==> src/rtl/mac_tx_framer.sv <==
// mac_tx_framer
//   Wraps an AXI-Stream payload (32-bit words, lane 0 first on the wire) into
//   an XGMII transmit stream. It emits the start and preamble words, then the
//   payload, zero padding up to MIN_WORDS, an optional FCS, and the terminate
//   word. A gap of IFG_WORDS idle words always follows.
//   An underrun or an illegal tkeep produces an error word. The rest of that
//   frame is then discarded.
//
//   Optional feature: define MAC_TX_FCS_EN to append a CRC-32 FCS word.
//   Without it there is no FCS state and no CRC logic.
//
// Ports
//   clk            in   single clock
//   reset          in   asynchronous active-high reset
//   s_axis_tdata   in   32  payload word, [7:0] is first byte on the wire
//   s_axis_tkeep   in   4   byte enables, only 4'hF is legal
//   s_axis_tvalid  in   1   upstream word valid
//   s_axis_tlast   in   1   last word of frame
//   s_axis_trdy    out  1   framer ready (decoded from state)
//   xgmii_txd      out  32  XGMII data, lane 0 is [7:0] (registered)
//   xgmii_txc      out  4   XGMII control, one bit per lane (registered)
//   tx_frame_done  out  1   pulse with a good terminate word (registered)
//   tx_err         out  1   pulse with an error word (registered)
module mac_tx_framer #(
    parameter int IFG_WORDS = 3,
    parameter int MIN_WORDS = 15
) (
    input  logic        clk,
    input  logic        reset,
    input  logic [31:0] s_axis_tdata,
    input  logic [3:0]  s_axis_tkeep,
    input  logic        s_axis_tvalid,
    input  logic        s_axis_tlast,
    output logic        s_axis_trdy,
    output logic [31:0] xgmii_txd,
    output logic [3:0]  xgmii_txc,
    output logic        tx_frame_done,
    output logic        tx_err
);

    localparam int CNT_W = $clog2(MIN_WORDS + 1);
    localparam int IFG_W = (IFG_WORDS > 1) ? $clog2(IFG_WORDS) : 1;
    localparam logic [CNT_W-1:0] MIN_CNT  = CNT_W'(MIN_WORDS);
    localparam logic [IFG_W-1:0] IFG_LAST = IFG_W'(IFG_WORDS - 1);

    localparam logic [31:0] IDLE_WORD  = 32'h07070707;
    localparam logic [31:0] START_WORD = 32'h555555FB;
    localparam logic [31:0] PRE_WORD   = 32'hD5555555;
    localparam logic [31:0] TERM_WORD  = 32'h070707FD;
    localparam logic [31:0] ERR_WORD   = 32'hFEFEFEFE;

    typedef enum logic [3:0] {
        ST_IDLE,
        ST_START,
        ST_PRE,
        ST_DATA,
        ST_PAD,
`ifdef MAC_TX_FCS_EN
        ST_FCS,
`endif
        ST_TERM,
        ST_DROP,
        ST_IFG
    } state_t;

    // State entered once the payload (data plus padding) is complete.
`ifdef MAC_TX_FCS_EN
    localparam state_t ST_TAIL = ST_FCS;
`else
    localparam state_t ST_TAIL = ST_TERM;
`endif

    state_t           r_state;
    logic [CNT_W-1:0] r_cnt;
    logic [IFG_W-1:0] r_ifg_cnt;
    logic [31:0]      r_txd;
    logic [3:0]       r_txc;
    logic             r_done;
    logic             r_err;

    state_t           w_state_nxt;
    logic [CNT_W-1:0] w_cnt_nxt;
    logic [CNT_W-1:0] w_cnt_inc;
    logic [IFG_W-1:0] w_ifg_nxt;
    logic [31:0]      w_txd_nxt;
    logic [3:0]       w_txc_nxt;
    logic             w_done_nxt;
    logic             w_err_nxt;

    // Word counter saturates at MIN_WORDS; only "below minimum" matters.
    function automatic logic [CNT_W-1:0] sat_inc(input logic [CNT_W-1:0] cnt);
        return (cnt >= MIN_CNT) ? MIN_CNT : cnt + 1'b1;
    endfunction

`ifdef MAC_TX_FCS_EN
    logic [31:0] r_crc;
    logic [31:0] w_crc_nxt;

    // Reflected CRC-32 (0x04C11DB7 -> 0xEDB88320) over one word.
    // Bits are taken LSB first, starting with lane 0, in wire order.
    function automatic logic [31:0] crc32_word(input logic [31:0] crc_in,
                                               input logic [31:0] data);
        logic [31:0] c;
        c = crc_in;
        for (int i = 0; i < 32; i++) begin
            if (c[0] ^ data[i]) c = (c >> 1) ^ 32'hEDB88320;
            else                c = c >> 1;
        end
        return c;
    endfunction
`endif

    assign w_cnt_inc = sat_inc(r_cnt);

    // Ready only where a word can be consumed: preamble/data (to transmit)
    // and drop (to discard).
    assign s_axis_trdy = (r_state == ST_PRE) || (r_state == ST_DATA) ||
                         (r_state == ST_DROP);

    // Outputs are computed here and registered, so each state's word
    // appears in the cycle after the decision is made.
    always_comb begin
        w_state_nxt = r_state;
        w_cnt_nxt   = r_cnt;
        w_ifg_nxt   = r_ifg_cnt;
        w_txd_nxt   = IDLE_WORD;
        w_txc_nxt   = 4'hF;
        w_done_nxt  = 1'b0;
        w_err_nxt   = 1'b0;
`ifdef MAC_TX_FCS_EN
        w_crc_nxt   = r_crc;
`endif
        case (r_state)
            ST_IDLE: begin
                if (s_axis_tvalid) begin
                    w_state_nxt = ST_START;
                    w_txd_nxt   = START_WORD;
                    w_txc_nxt   = 4'b0001;
                end
            end
            ST_START: begin
                w_state_nxt = ST_PRE;
                w_txd_nxt   = PRE_WORD;
                w_txc_nxt   = 4'h0;
                w_cnt_nxt   = '0;
`ifdef MAC_TX_FCS_EN
                w_crc_nxt   = 32'hFFFFFFFF;
`endif
            end
            ST_PRE, ST_DATA: begin
                if (!s_axis_tvalid) begin
                    // Underrun: tvalid is low, so tlast carries no meaning.
                    w_txd_nxt   = ERR_WORD;
                    w_err_nxt   = 1'b1;
                    w_state_nxt = ST_DROP;
                end else if (s_axis_tkeep != 4'hF) begin
                    w_txd_nxt   = ERR_WORD;
                    w_err_nxt   = 1'b1;
                    w_ifg_nxt   = '0;
                    w_state_nxt = s_axis_tlast ? ST_IFG : ST_DROP;
                end else begin
                    w_txd_nxt = s_axis_tdata;
                    w_txc_nxt = 4'h0;
                    w_cnt_nxt = w_cnt_inc;
`ifdef MAC_TX_FCS_EN
                    w_crc_nxt = crc32_word(r_crc, s_axis_tdata);
`endif
                    if (!s_axis_tlast)           w_state_nxt = ST_DATA;
                    else if (w_cnt_inc < MIN_CNT) w_state_nxt = ST_PAD;
                    else                          w_state_nxt = ST_TAIL;
                end
            end
            ST_PAD: begin
                w_txd_nxt = 32'h0;
                w_txc_nxt = 4'h0;
                w_cnt_nxt = w_cnt_inc;
`ifdef MAC_TX_FCS_EN
                w_crc_nxt = crc32_word(r_crc, 32'h0);
`endif
                if (w_cnt_inc >= MIN_CNT) w_state_nxt = ST_TAIL;
            end
`ifdef MAC_TX_FCS_EN
            ST_FCS: begin
                w_txd_nxt   = ~r_crc;
                w_txc_nxt   = 4'h0;
                w_state_nxt = ST_TERM;
            end
`endif
            ST_TERM: begin
                w_txd_nxt   = TERM_WORD;
                w_done_nxt  = 1'b1;
                w_ifg_nxt   = '0;
                w_state_nxt = ST_IFG;
            end
            ST_DROP: begin
                if (s_axis_tvalid && s_axis_tlast) begin
                    w_ifg_nxt   = '0;
                    w_state_nxt = ST_IFG;
                end
            end
            ST_IFG: begin
                // tvalid is ignored here so the gap is never shortened.
                w_ifg_nxt = r_ifg_cnt + 1'b1;
                if (r_ifg_cnt >= IFG_LAST) w_state_nxt = ST_IDLE;
            end
            default: w_state_nxt = ST_IDLE;
        endcase
    end

    always_ff @(posedge clk or posedge reset) begin
        if (reset) begin
            r_state   <= ST_IDLE;
            r_cnt     <= '0;
            r_ifg_cnt <= '0;
            r_txd     <= IDLE_WORD;
            r_txc     <= 4'hF;
            r_done    <= 1'b0;
            r_err     <= 1'b0;
`ifdef MAC_TX_FCS_EN
            r_crc     <= 32'hFFFFFFFF;
`endif
        end else begin
            r_state   <= w_state_nxt;
            r_cnt     <= w_cnt_nxt;
            r_ifg_cnt <= w_ifg_nxt;
            r_txd     <= w_txd_nxt;
            r_txc     <= w_txc_nxt;
            r_done    <= w_done_nxt;
            r_err     <= w_err_nxt;
`ifdef MAC_TX_FCS_EN
            r_crc     <= w_crc_nxt;
`endif
        end
    end

    assign xgmii_txd     = r_txd;
    assign xgmii_txc     = r_txc;
    assign tx_frame_done = r_done;
    assign tx_err        = r_err;

endmodule

==> config.mk <==
export PLATFORM = sky130hd
export DESIGN_NAME = mac_tx_framer
export DESIGN_NICKNAME = d
export VERILOG_FILES = /design/src/rtl/mac_tx_framer.sv
export SDC_FILE = /design/constraint.sdc
export NUM_CORES = 1
export LEC_CHECK = 0
export CORE_ASPECT_RATIO = 2
export CORE_MARGIN = 2
export CORE_UTILIZATION = 39
export CTS_CLUSTER_DIAMETER = 150
export DETAILED_ROUTE_END_ITERATION = 8
export PLACE_DENSITY = 0.78
export SLEW_MARGIN = 20
export SYNTH_ARGS = -nofsm -noshare
export SYNTH_HDL_FRONTEND = slang
export SYNTH_SLANG_ARGS = --single-unit
export TNS_END_PERCENT = 20
==> constraint.sdc <==
create_clock -name clk -period 1.5 [get_ports clk]
set_input_delay 0.15 -clock clk [delete_from_list [all_inputs] [get_ports clk]]
set_output_delay 0.15 -clock clk [all_outputs]
set_load 0.01 [all_outputs]
==> flow_metrics.py <==
metrics = {
    "pwr": {
        "power.internal_mw": 3.93,
        "p_leak_nw": 1.34,
        "power_density_nw_per_um2": 1870,
        "clkPwrFrac_pct": 18.8,
        "power.switching_mw": 1.92,
        "ir_worst_vdd_mv": 1.17,
        "sequentialPowerShare_pct": 34.7,
        "swShare_pct": 32.8,
        "p_total_mw": 5.85,
        "p_comb_share_pct": 46.5,
    },
    "synth": {
        "ys_seq_area_share_pct": 58.1,
        "yosys-top-cells-count": "dfrtp_1, nor2_1, nand2_1",
        "synthArstFlopShare_pct": 100,
        "synthFlopType": "dfrtp_1",
        "ys_ff_latch": 45,
        "yosys-top-cells-area": "dfrtp_1, dfstp_2, nor2_1, o21ai_0, nand2_1",
        "yosysTopAreaCell": "dfrtp_1",
        "avgSynthCellArea_um2": 10.5,
        "synth_cell_types": 42,
        "post-synth-top-count-cell": "dfrtp_1",
        "synth_warnings": 0,
        "netlist_instances": 187,
        "synth-edff-count": 0,
        "syn-num-nets": 229,
        "synth_top_area_share_pct": 39.4,
        "synthesis.area_um2": 1970,
    },
    "layout": {
        "post_route_cells_drive_above_1_share_pct": 22.9,
        "fin_util_pct": 64.3,
        "area_delta_synth_final_pct": 59.1,
        "final_cell_area_um2": 3130,
        "n_antenna_cell": 0,
        "stdcell_count": 341,
        "final_nets": 325,
    },
    "worst_setup_path": {
        "endpoint_kind": "output pin",
        "ff2ff_setup_slack_ns": 0.03,
        "timing.rr.start": "r_state[2]$_DFFE_PP0P_",
        "critPathArrivalTime_ns": 1.33,
        "worstPathRequired_ns": 1.35,
        "crit_path_max_fanout": 2,
        "worstSetupPathType": "reg2out",
        "worstReg2RegEnd": "r_state[0]$_DFFE_PP0P_",
        "worst_r2r_path_depth": 6,
        "cp-start-kind": "register",
    },
    "floorplan": {
        "fp.dieArea_um2": 5660,
        "die_w_um": 54.2,
        "num_io_pins": 79,
        "core_um2": 4860,
        "die_h_um": 104,
        "row_count": 36,
        "start_util_pct": 40.4,
    },
    "sta": {
        "worst_pin_slew_ns": 0.388,
        "finalSetupTns_ns": 0,
        "fmax_mhz": 674,
        "hold_ws_ns": 0.187,
        "skew_ns": 0.00561,
        "layout_worst_path_cycle_share_pct": 98.9,
        "slew_headroom_pct": 74.1,
        "drv_slew": 0,
        "hold_violations": 0,
        "min_period_ns": 1.48,
        "setup_viol": 0,
        "postLayoutSetupSlackWorst_ns": 0.0161,
        "rsz0062_at_grt": "true",
    },
    "grt": {
        "grt_pass1_wl_um": 7800,
        "track_usage_pct": 18.5,
        "grt_max_degree": 46,
        "grt_antenna_before_repair": 0,
        "grt_overflow_total": 0,
        "grt_pass1_vias": 1696,
    },
    "drt": {
        "vias": 1763,
        "wirelength_um": 5140,
        "vias_per_cell": 5.17,
        "drtIter0Drc": 97,
        "ant_nets": 0,
        "wl_per_cell_um": 15.1,
        "drc_errors": 0,
        "dr.pass1.iters": 4,
    },
    "place": {
        "pre_cts_ws_ns": -0.137,
        "place.gp.congestion": 0.848,
        "place_hpwl_um": 3750,
        "postPlaceCellArea_um2": 2920,
        "placedCellCount": 330,
        "portBuffers": 78,
    },
    "clock_tree": {
        "ctsHtreeMaxLevel": 2,
        "cts_tree": "built",
        "clkSlewWorstSetupHoldPaths_ns": 0.09,
        "hold_buffers": 0,
        "worstSkewPairLatency_ns": 0.30,
        "cts_root_buf": "clkbuf_8",
        "clock_sinks": 45,
        "cts_buffer_depth": 2,
        "cts_inserted_buffers": 5,
    },
    "job": {
        "cap_violations": 0,
    },
    "hold_path": {
        "hold_path_class": "in2async",
    },
    "status": {
        "status": "finished, final reports clean",
    },
}
[per-layer routing]
metal	global-route usage, %	up-vias	part of all wire (%)
li1	-	837	-
met1	19.0	862	34
met2	34.0	54	60
met3	2.01	10	3.0
met4	8.93	0	2.8
met5	0	-	0
[worst max path at each step]
stage	endpoint	cells past startpoint	slack [ns]	startpoint
2_1_floorplan	r_state[0]$_DFFE_PP0P_	5	0.04	r_cnt[0]$_DFFE_PP0P_
3_3_place_gp	xgmii_txd[15]$_DFF_PP0_	6	-0.10	s_axis_tkeep[2]
3_5_place_dp	r_cnt[3]$_DFFE_PP0P_	5	-0.14	s_axis_tkeep[2]
4_1_cts	xgmii_txd[17]	1	0.0005	xgmii_txd[17]$_DFF_PP1_
5_1_grt	r_state[0]$_DFFE_PP0P_	6	-0.05	r_state[2]$_DFFE_PP0P_
6_report	s_axis_trdy	4	0.02	r_state[2]$_DFFE_PP0P_
[cells in the final DEF, fill, tap and decap left out, types with 4 or more instances in the layout]
cell	n
clkdlybuf4s50_1	61
dfrtp_1	28
nor2_1	26
buf_4	22
nand2_1	16
dlygate4sd2_1	15
dfstp_2	14
o21ai_0	13
a21oi_1	9
o21a_1	8
nand3_1	6
clkbuf_8	5
nand2b_1	4
[final cells by class]
cell class | instances | area (um2)
flip-flops and latches | 45 | 1150
inverters | 3 | 11.3
well taps | 57 | 71.3
repair buffers | 103 | 975
multi-input cells | 125 | 787
clock inverters | 3 | 68.8
clock buffers | 5 | 68.8
fillers | 400 | 1740
[worst max-delay path: stages (launching register included)]
cell and delay [ns]:
dfrtp_2 0.42, buf_4 0.13, nand2_1 0.07, and2_1 0.14, dlygate4sd2_1 0.27
[flip-flops by register name, indices dropped and copies added (netlist names)]
register / cells
r_cnt: 4
xgmii_txc: 2
tx_frame_done: 1
xgmii_txd: 32
r_ifg_cnt: 2
tx_err: 1
r_state: 3
[power by group through the flow]
stage                     Sequential, mW  Combinational [mW]  Clock (mW)
after floorplan                     2.25                1.03           0
after global placement              2.05                2.55           0
after detailed placement            2.08                2.59           0
after CTS                           2.02                2.58        1.12
after global routing                2.09                2.95        1.16
final                               2.03                2.72        1.10
[cell families after synthesis]
kind of cell             count (synthesis)  synth area share [%]
flip-flops                              45                  58.1
adder cells (fa/ha/maj)                  3                  1.78
AO/OA/AOI/OAI                           52                  17.7
buffers and inverters                   17                  4.64
AND/OR/NAND/NOR                         70                  17.7
[repair_timing]
item                                    in CTS  in global routing
hold endpoints to repair                     0                  0
buffers inserted                             2                  1
gates resized for setup                     20                 12
pin swaps                                    0                  7
endpoints found under the setup margin      16                 10
Power figures use the tool's default switching activity.
==> edit 1: new RTL, config.mk and constraints unchanged <==
`IFG_WORDS`: 3 -> 6.
--- a/src/rtl/mac_tx_framer.sv
+++ b/src/rtl/mac_tx_framer.sv
@@ -22,7 +22,7 @@
 //   tx_frame_done  out  1   pulse with a good terminate word (registered)
 //   tx_err         out  1   pulse with an error word (registered)
 module mac_tx_framer #(
-    parameter int IFG_WORDS = 3,
+    parameter int IFG_WORDS = 6,
     parameter int MIN_WORDS = 15
 ) (
     input  logic        clk,
Function: changed (a bounded check fails within 10 cycles, from zero or initial values and one cycle with reset high).
==> edit 1 against the original RTL <==
Clock power decreased by 17%. Design area decreased by 1.5%. Sequential cell count increased by 1. Final cell count decreased by 0.88%. Combinational power decreased by 13%. Non-clock buffer count decreased by 3. Wire length decreased by 9.0%. Synthesized area increased by 2.1%. Via count decreased by 1.2%. Critical endpoint is now r_state[0]$_DFFE_PP0P_. Sequential power decreased by 6%. Register-to-register slack improved by 40 ps. Power decreased by 11%. Sequential share of layout area increased by 1.3 points. Worst setup slack improved by 50 ps.
==> edit 1: results (changes against the original RTL) <==
| Metric | Value |
|---|---|
| CTS max path bufs | `2 (unchanged)` |
| Largest net degree at the start of global routing | `39 (was 46)` |
| Worst vdd rail ir drop | `0.000859 V (was 0.00117 V)` |
| GRT Overall Usage | `17.1% (was 18.5%)` |
| Static power due to leakage | `1.35 nW (was 1.34 nW)` |
| Number of antenna violations at the first check in global routing | `0 (unchanged)` |
| CTS clock-pin slew for the worst setup and hold paths | `90 ps (about the same)` |
| # port buffers | `78 (unchanged)` |
| Final worst hold slack | `77.0 ps (was 187 ps)` |
| Cells taking the most area after synthesis | `dfrtp_1 (40%), dfstp_2 (18%), nor2_1 (4.7%) (was dfrtp_1 (39%), dfstp_2 (19%), nor2_1 (5.0%))` |
| # fillers | `426 (was 400)` |
| Total number of yosys warnings | `0 (unchanged)` |
| Share of flip-flops with an asynchronous set or reset after synthesis | `100% (unchanged)` |
| Flip-flop count of the largest register, all copies and words added | `32 (unchanged)` |
| Via count of the first global-routing pass | `1,696 (unchanged)` |
| Fraction of the yosys area taken by sequential cells | `58.2% (was 58.1%)` |
| Net count of the mapped netlist | `229 (unchanged)` |
| Top_reg_cell synth | `dfrtp_1 (unchanged)` |
| First-pass iteration count of the detailed router | `4 (unchanged)` |
| Number of buffers created by CTS | `5 (unchanged)` |
| Count of different cell masters after synthesis | `42 (unchanged)` |
| Half-perimeter wire length after detailed placement | `3.57 mm (was 3.75 mm)` |
| Max Clock Skew | `6.52 ps (was 5.61 ps)` |
| Initial DRC Count | `31 (was 97)` |
| Antenna cell count | `0 (unchanged)` |
| Fraction of final layout cells with drive strength greater than 1 | `21.1% (was 22.9%)` |
| Detail-routed net length per standard cell | `13.8 um (was 15.1 um)` |
| Via count | `1,742 (was 1,763)` |
| Run status | `completed (unchanged)` |
| Placer congestion estimate | `0.857 (was 0.848)` |
| Transition time at the pin with the least slew margin | `366 ps (was 388 ps)` |
| Layout net count | `322 (was 325)` |
| Type of the tightest min-delay check | `input port to async pin (unchanged)` |
| Clock root cell | `clkbuf_8 (unchanged)` |
| Total number of H-tree levels | `2 (unchanged)` |
| Largest fanout on the critical path | `2 (unchanged)` |
| Number of enable-type register cells in the synthesized netlist | `0 (unchanged)` |
| Worst endpoint data arrival time | `1650 ps (was 1330 ps)` |
| Top cell types by occurrence after synthesis | `dfrtp_1 (32), nor2_1 (25), nand2_1 (19) (was dfrtp_1 (31), nor2_1 (26), nand2_1 (16))` |
| Worst skew pair latency | `300 ps (about the same)` |
| Wire length of the first global-routing pass | `7.34 mm (was 7.80 mm)` |
-- edit 1: what timing repair did --
action / 4_1_cts / 5_1_grt
pin swaps: 0 / 5
endpoints found under the setup margin: 16 / 7
cloned: 0 / 0
setup buffers: 1 / 0
gates resized for setup: 17 / 9
-- edit 1: cell type report --
class	instances	area (um2)	area share, %
Multi-Input combinational cell	121	764	24.8
Timing Repair Buffer	100	945	30.6
Sequential cell	46	1170	37.9
Tap cell	58	72.6	2.35
Clock buffer	5	68.8	2.23
Inverter	5	18.8	0.609
Clock inverter	3	43.8	1.42
-- edit 1: final timing paths --
kind / start / endpoint / slack (ps) / cells after the start
max: r_cnt[0]$_DFFE_PP0P_ / r_state[0]$_DFFE_PP0P_ / 70 / 4
min: reset / xgmii_txd[13]$_DFF_PP0_ / 80 / 2
max in group asynchronous: reset / xgmii_txd[17]$_DFF_PP1_ / 880 / 3
min reg2reg: r_ifg_cnt[2]$_DFFE_PP0P_ / r_ifg_cnt[2]$_DFFE_PP0P_ / 560 / 1
min in group clk: s_axis_tdata[26] / xgmii_txd[26]$_DFF_PP1_ / 340 / 3
max reg2reg: r_cnt[0]$_DFFE_PP0P_ / r_state[0]$_DFFE_PP0P_ / 70 / 4
-- edit 1: metal layers --
layer  wire [um]  track usage [%]  vias to the layer above
li1            -                -                      823
met1        1700             19.5                      826
met2        2450             28.7                       85
met3         452             4.25                        8
met4          80             7.14                        0
met5           0                0                        -
-- edit 1: power by group --
group / internal (mW) / switching (mW)
clock: 0.499 / 0.412
sequential: 1.72 / 0.187
combinational: 1.25 / 1.12
-- edit 1: kinds of logic after synthesis --
kind of cell,count (synthesis),synth area share (%)
AOI/OAI and AO/OA,53,19.1
adders and majority gates,3,1.87
xor gates and xnor gates,2,0.872
and+or+nand+nor,63,14.6
buffers and inverters,19,5.36
DFF,46,58.2
-- edit 1: worst max-delay path, cell delays in order (launching register included) --
cell	delay, ps
dfrtp_1	430
ha_4	300
nand2b_4	60
a2111o_1	370
a32oi_1	200
-- edit 1: per-stage QoR --
step / setup WS [ps] / instance area [um2] / cells / power [mW]
2_1_floorplan: 75.9 / 2010 / 186 / 3.10
3_3_place_gp: -49.8 / 2940 / 329 / 4.17
3_5_place_dp: -89.2 / 2940 / 329 / 4.28
4_1_cts: 5.05 / 3040 / 338 / 5.12
5_1_grt: -5.10 / 3080 / 338 / 5.57
6_report: 66.1 / 3080 / 338 / 5.18
==> edit 2: new RTL, config.mk and constraints unchanged <==
Without the edit above. Re-encode `state_t` (8 states) as one-hot, 8 bits wide.
--- a/src/rtl/mac_tx_framer.sv
+++ b/src/rtl/mac_tx_framer.sv
@@ -49,18 +49,18 @@
     localparam logic [31:0] TERM_WORD  = 32'h070707FD;
     localparam logic [31:0] ERR_WORD   = 32'hFEFEFEFE;
 
-    typedef enum logic [3:0] {
-        ST_IDLE,
-        ST_START,
-        ST_PRE,
-        ST_DATA,
-        ST_PAD,
+    typedef enum logic [7:0] {
+        ST_IDLE  = 8'b00000001,
+        ST_START = 8'b00000010,
+        ST_PRE   = 8'b00000100,
+        ST_DATA  = 8'b00001000,
+        ST_PAD   = 8'b00010000,
 `ifdef MAC_TX_FCS_EN
         ST_FCS,
 `endif
-        ST_TERM,
-        ST_DROP,
-        ST_IFG
+        ST_TERM  = 8'b00100000,
+        ST_DROP  = 8'b01000000,
+        ST_IFG   = 8'b10000000
     } state_t;
 
     // State entered once the payload (data plus padding) is complete.
Function: no difference found for any inputs over 10 cycles, from zero or initial values and one cycle with reset high; not proved beyond that.
==> edit 2 against the original RTL <==
The flow now finishes with violations (negative setup slack). Power fell by 0.66%. Critical path type is now register to register. Critical endpoint is now r_state[7]$_DFFE_PP0P_. Global-route usage rose by 4.1 points. Sequential share of layout area fell by 3.6 points. Die area rose by 16%. Design area rose by 23%. Count of clock-buffer cells in the layout rose by 2. Synthesized area rose by 17%. Largest cell class unchanged. Sequential cell count rose by 5. Worst hold slack improved by 16 ps. Sequential power fell by 6%. Wire length rose by 32%. Worst setup slack got worse by 440 ps. Synthesized cell count rose by 32%.
==> edit 2: results (changes against the original RTL) <==
| Metric | Value |
|---|---|
| Run status | `finished with violations (was completed)` |
| Violated checks | `negative setup slack` |
| Share of flip-flops with an asynchronous set or reset after synthesis | `100% (unchanged)` |
| Worst vdd rail ir drop | `0.00118 V (was 0.00117 V)` |
| Wire length of the first global-routing pass | `11.2 mm (was 7.80 mm)` |
| Number of buffers created by CTS | `5 (unchanged)` |
| End of the worst register-to-register path | `r_state[7]$_DFFE_PP0P_ (was r_state[0]$_DFFE_PP0P_)` |
| Via count of the first global-routing pass | `2,318 (was 1,696)` |
| Setup TNS after final layout | `-10,150 ps (was 0 ps)` |
| Avg Inst Size Synth | `9.38 um2 (was 10.5 um2)` |
| Launch point of the worst reg-to-reg path | `r_state[4]$_DFFE_PP0P_ (was r_state[2]$_DFFE_PP0P_)` |
| Worst slew margin relative to its limit | `76.6% (was 74.1%)` |
| Count of different cell masters after synthesis | `47 (was 42)` |
| Wire length on met2 | `3.85 mm (was 3.09 mm)` |
| Half-perimeter wire length after detailed placement | `5.08 mm (was 3.75 mm)` |
| Worst endpoint data arrival time | `2150 ps (was 1330 ps)` |
| Placer congestion estimate | `0.956 (was 0.848)` |
| Final WS setup | `-427 ps (was 16.1 ps)` |
| Net count of the mapped netlist | `288 (was 229)` |
| Fraction of final layout cells with drive strength greater than 1 | `29.8% (was 22.9%)` |
| GRT Overall Usage | `22.6% (was 18.5%)` |
| Drt total wl | `6.80 mm (was 5.14 mm)` |
| Met3 WL post-DR | `288 um (was 156 um)` |
| Final setup vio count | `51 (was 0)` |
| Top cell types by occurrence after synthesis | `nor2_1 (58), dfrtp_1 (35), o21ai_0 (25) (was dfrtp_1 (31), nor2_1 (26), nand2_1 (16))` |
| Number of non-filler instances in the completed layout | `430 (was 341)` |
| Largest net degree at the start of global routing | `36 (was 46)` |
| Clock root cell | `clkbuf_16 (was clkbuf_8)` |
| Static power due to leakage | `1.69 nW (was 1.34 nW)` |
| Layout net count | `410 (was 325)` |
| Worst skew pair latency | `a little under 300 ps` |
| Fraction of the yosys area taken by sequential cells | `55.0% (was 58.1%)` |
| Final worst hold slack | `203 ps (was 187 ps)` |
| Detail-routed via count per cell | `5.31 (was 5.17)` |
| Initial DRC Count | `111 (was 97)` |
| Largest fanout on the critical path | `5 (was 2)` |
| Number of cells in the design after placement | `419 (was 330)` |
| First-pass iteration count of the detailed router | `4 (unchanged)` |
| Cells taking the most area after synthesis | `dfrtp_1 (38%), dfstp_2 (17%), nor2_1 (9.4%) (was dfrtp_1 (39%), dfstp_2 (19%), nor2_1 (5.0%))` |
| CTS clock-pin slew for the worst setup and hold paths | `60 ps (was 90 ps)` |
| M1 wire length | `2.28 mm (was 1.75 mm)` |
| Total number of yosys warnings | `0 (unchanged)` |
| Type of the tightest min-delay check | `input port to async pin (unchanged)` |
| Max Clock Skew | `9.01 ps (was 5.61 ps)` |
| Pre-CTS setup slack | `-464 ps (was -137 ps)` |
| CTS max path bufs | `2 (unchanged)` |
edit 2: changes by cell type after synthesis, sizes merged, moves of 4 or more:
cell,delta
dfrtp,+4
or3,+6
nand2,+7
o21ai,+11
o21a,-6
nor2,+32
clkbuf,+7
buf,-4
edit 2: repair_timing:
action	4_1_cts	5_1_grt
endpoints found under the setup margin	53	61
gates resized for setup	54	19
buffers inserted	3	1
pin swaps	9	4
edit 2: final cells by class:
cell class,instances,area [um2]
fillers,422,1870
flip-flops and latches,50,1270
repair buffers,132,1250
multi-input cells,173,1080
clock buffers,7,133
well taps,61,76.3
inverters,6,25.0
clock inverters,1,7.51
edit 2: metrics by stage:
stage | instance area [um2] | utilization (%)
after floorplan | 2330 | -
after global placement | 3490 | 61.2
after detailed placement | 3490 | 61.2
after CTS | 3780 | 66.2
after global routing | 3840 | 67.3
final | 3840 | 67.3
edit 2: worst max-delay path by stage:
stage,to,from,depth (start not counted)
3_5_place_dp,xgmii_txd[8]$_DFF_PP1_,r_state[4]$_DFFE_PP0P_,7
6_report,r_state[7]$_DFFE_PP0P_,r_state[4]$_DFFE_PP0P_,6
2_1_floorplan,r_ifg_cnt[0]$_DFFE_PP0P_,r_state[5]$_DFFE_PP0P_,8
4_1_cts,r_ifg_cnt[0]$_DFFE_PP0P_,r_state[7]$_DFFE_PP0P_,6
5_1_grt,r_ifg_cnt[0]$_DFFE_PP0P_,r_state[4]$_DFFE_PP0P_,6
3_3_place_gp,s_axis_trdy,r_state[4]$_DFFE_PP0P_,4
edit 2: cell families after synthesis:
| group | share of synthesized area, % |
|---|---|
| xor gates and xnor gates | 1.52 |
| DFF | 55.0 |
| AOI/OAI and AO/OA | 14.9 |
| buffers and inverters | 5.09 |
| and+or+nand+nor | 22.0 |
| adders and majority gates | 1.08 |
| muxes | 0.434 |
edit 2: per-layer routing:
metal | track usage (%) | vias up
met1 | 22.7 | 1101
met3 | 4.00 | 27
met5 | 0 | -
li1 | - | 1077
met4 | 13.5 | 0
met2 | 41.2 | 79
edit 2: worst max-delay path: stages, from the launching register on:
cell and delay (ps):
dfrtp_1 370, buf_4 160, or3_1 320, or3_4 360, or3_4 340, o31ai_1 90
a32o_2 220
edit 2: report_power, final:
part | switching [mW] | leakage (nW) | internal [mW]
sequential | 0.122 | 0.628 | 1.79
clock | 0.460 | 0.0641 | 0.619
combinational | 1.33 | 0.996 | 1.49
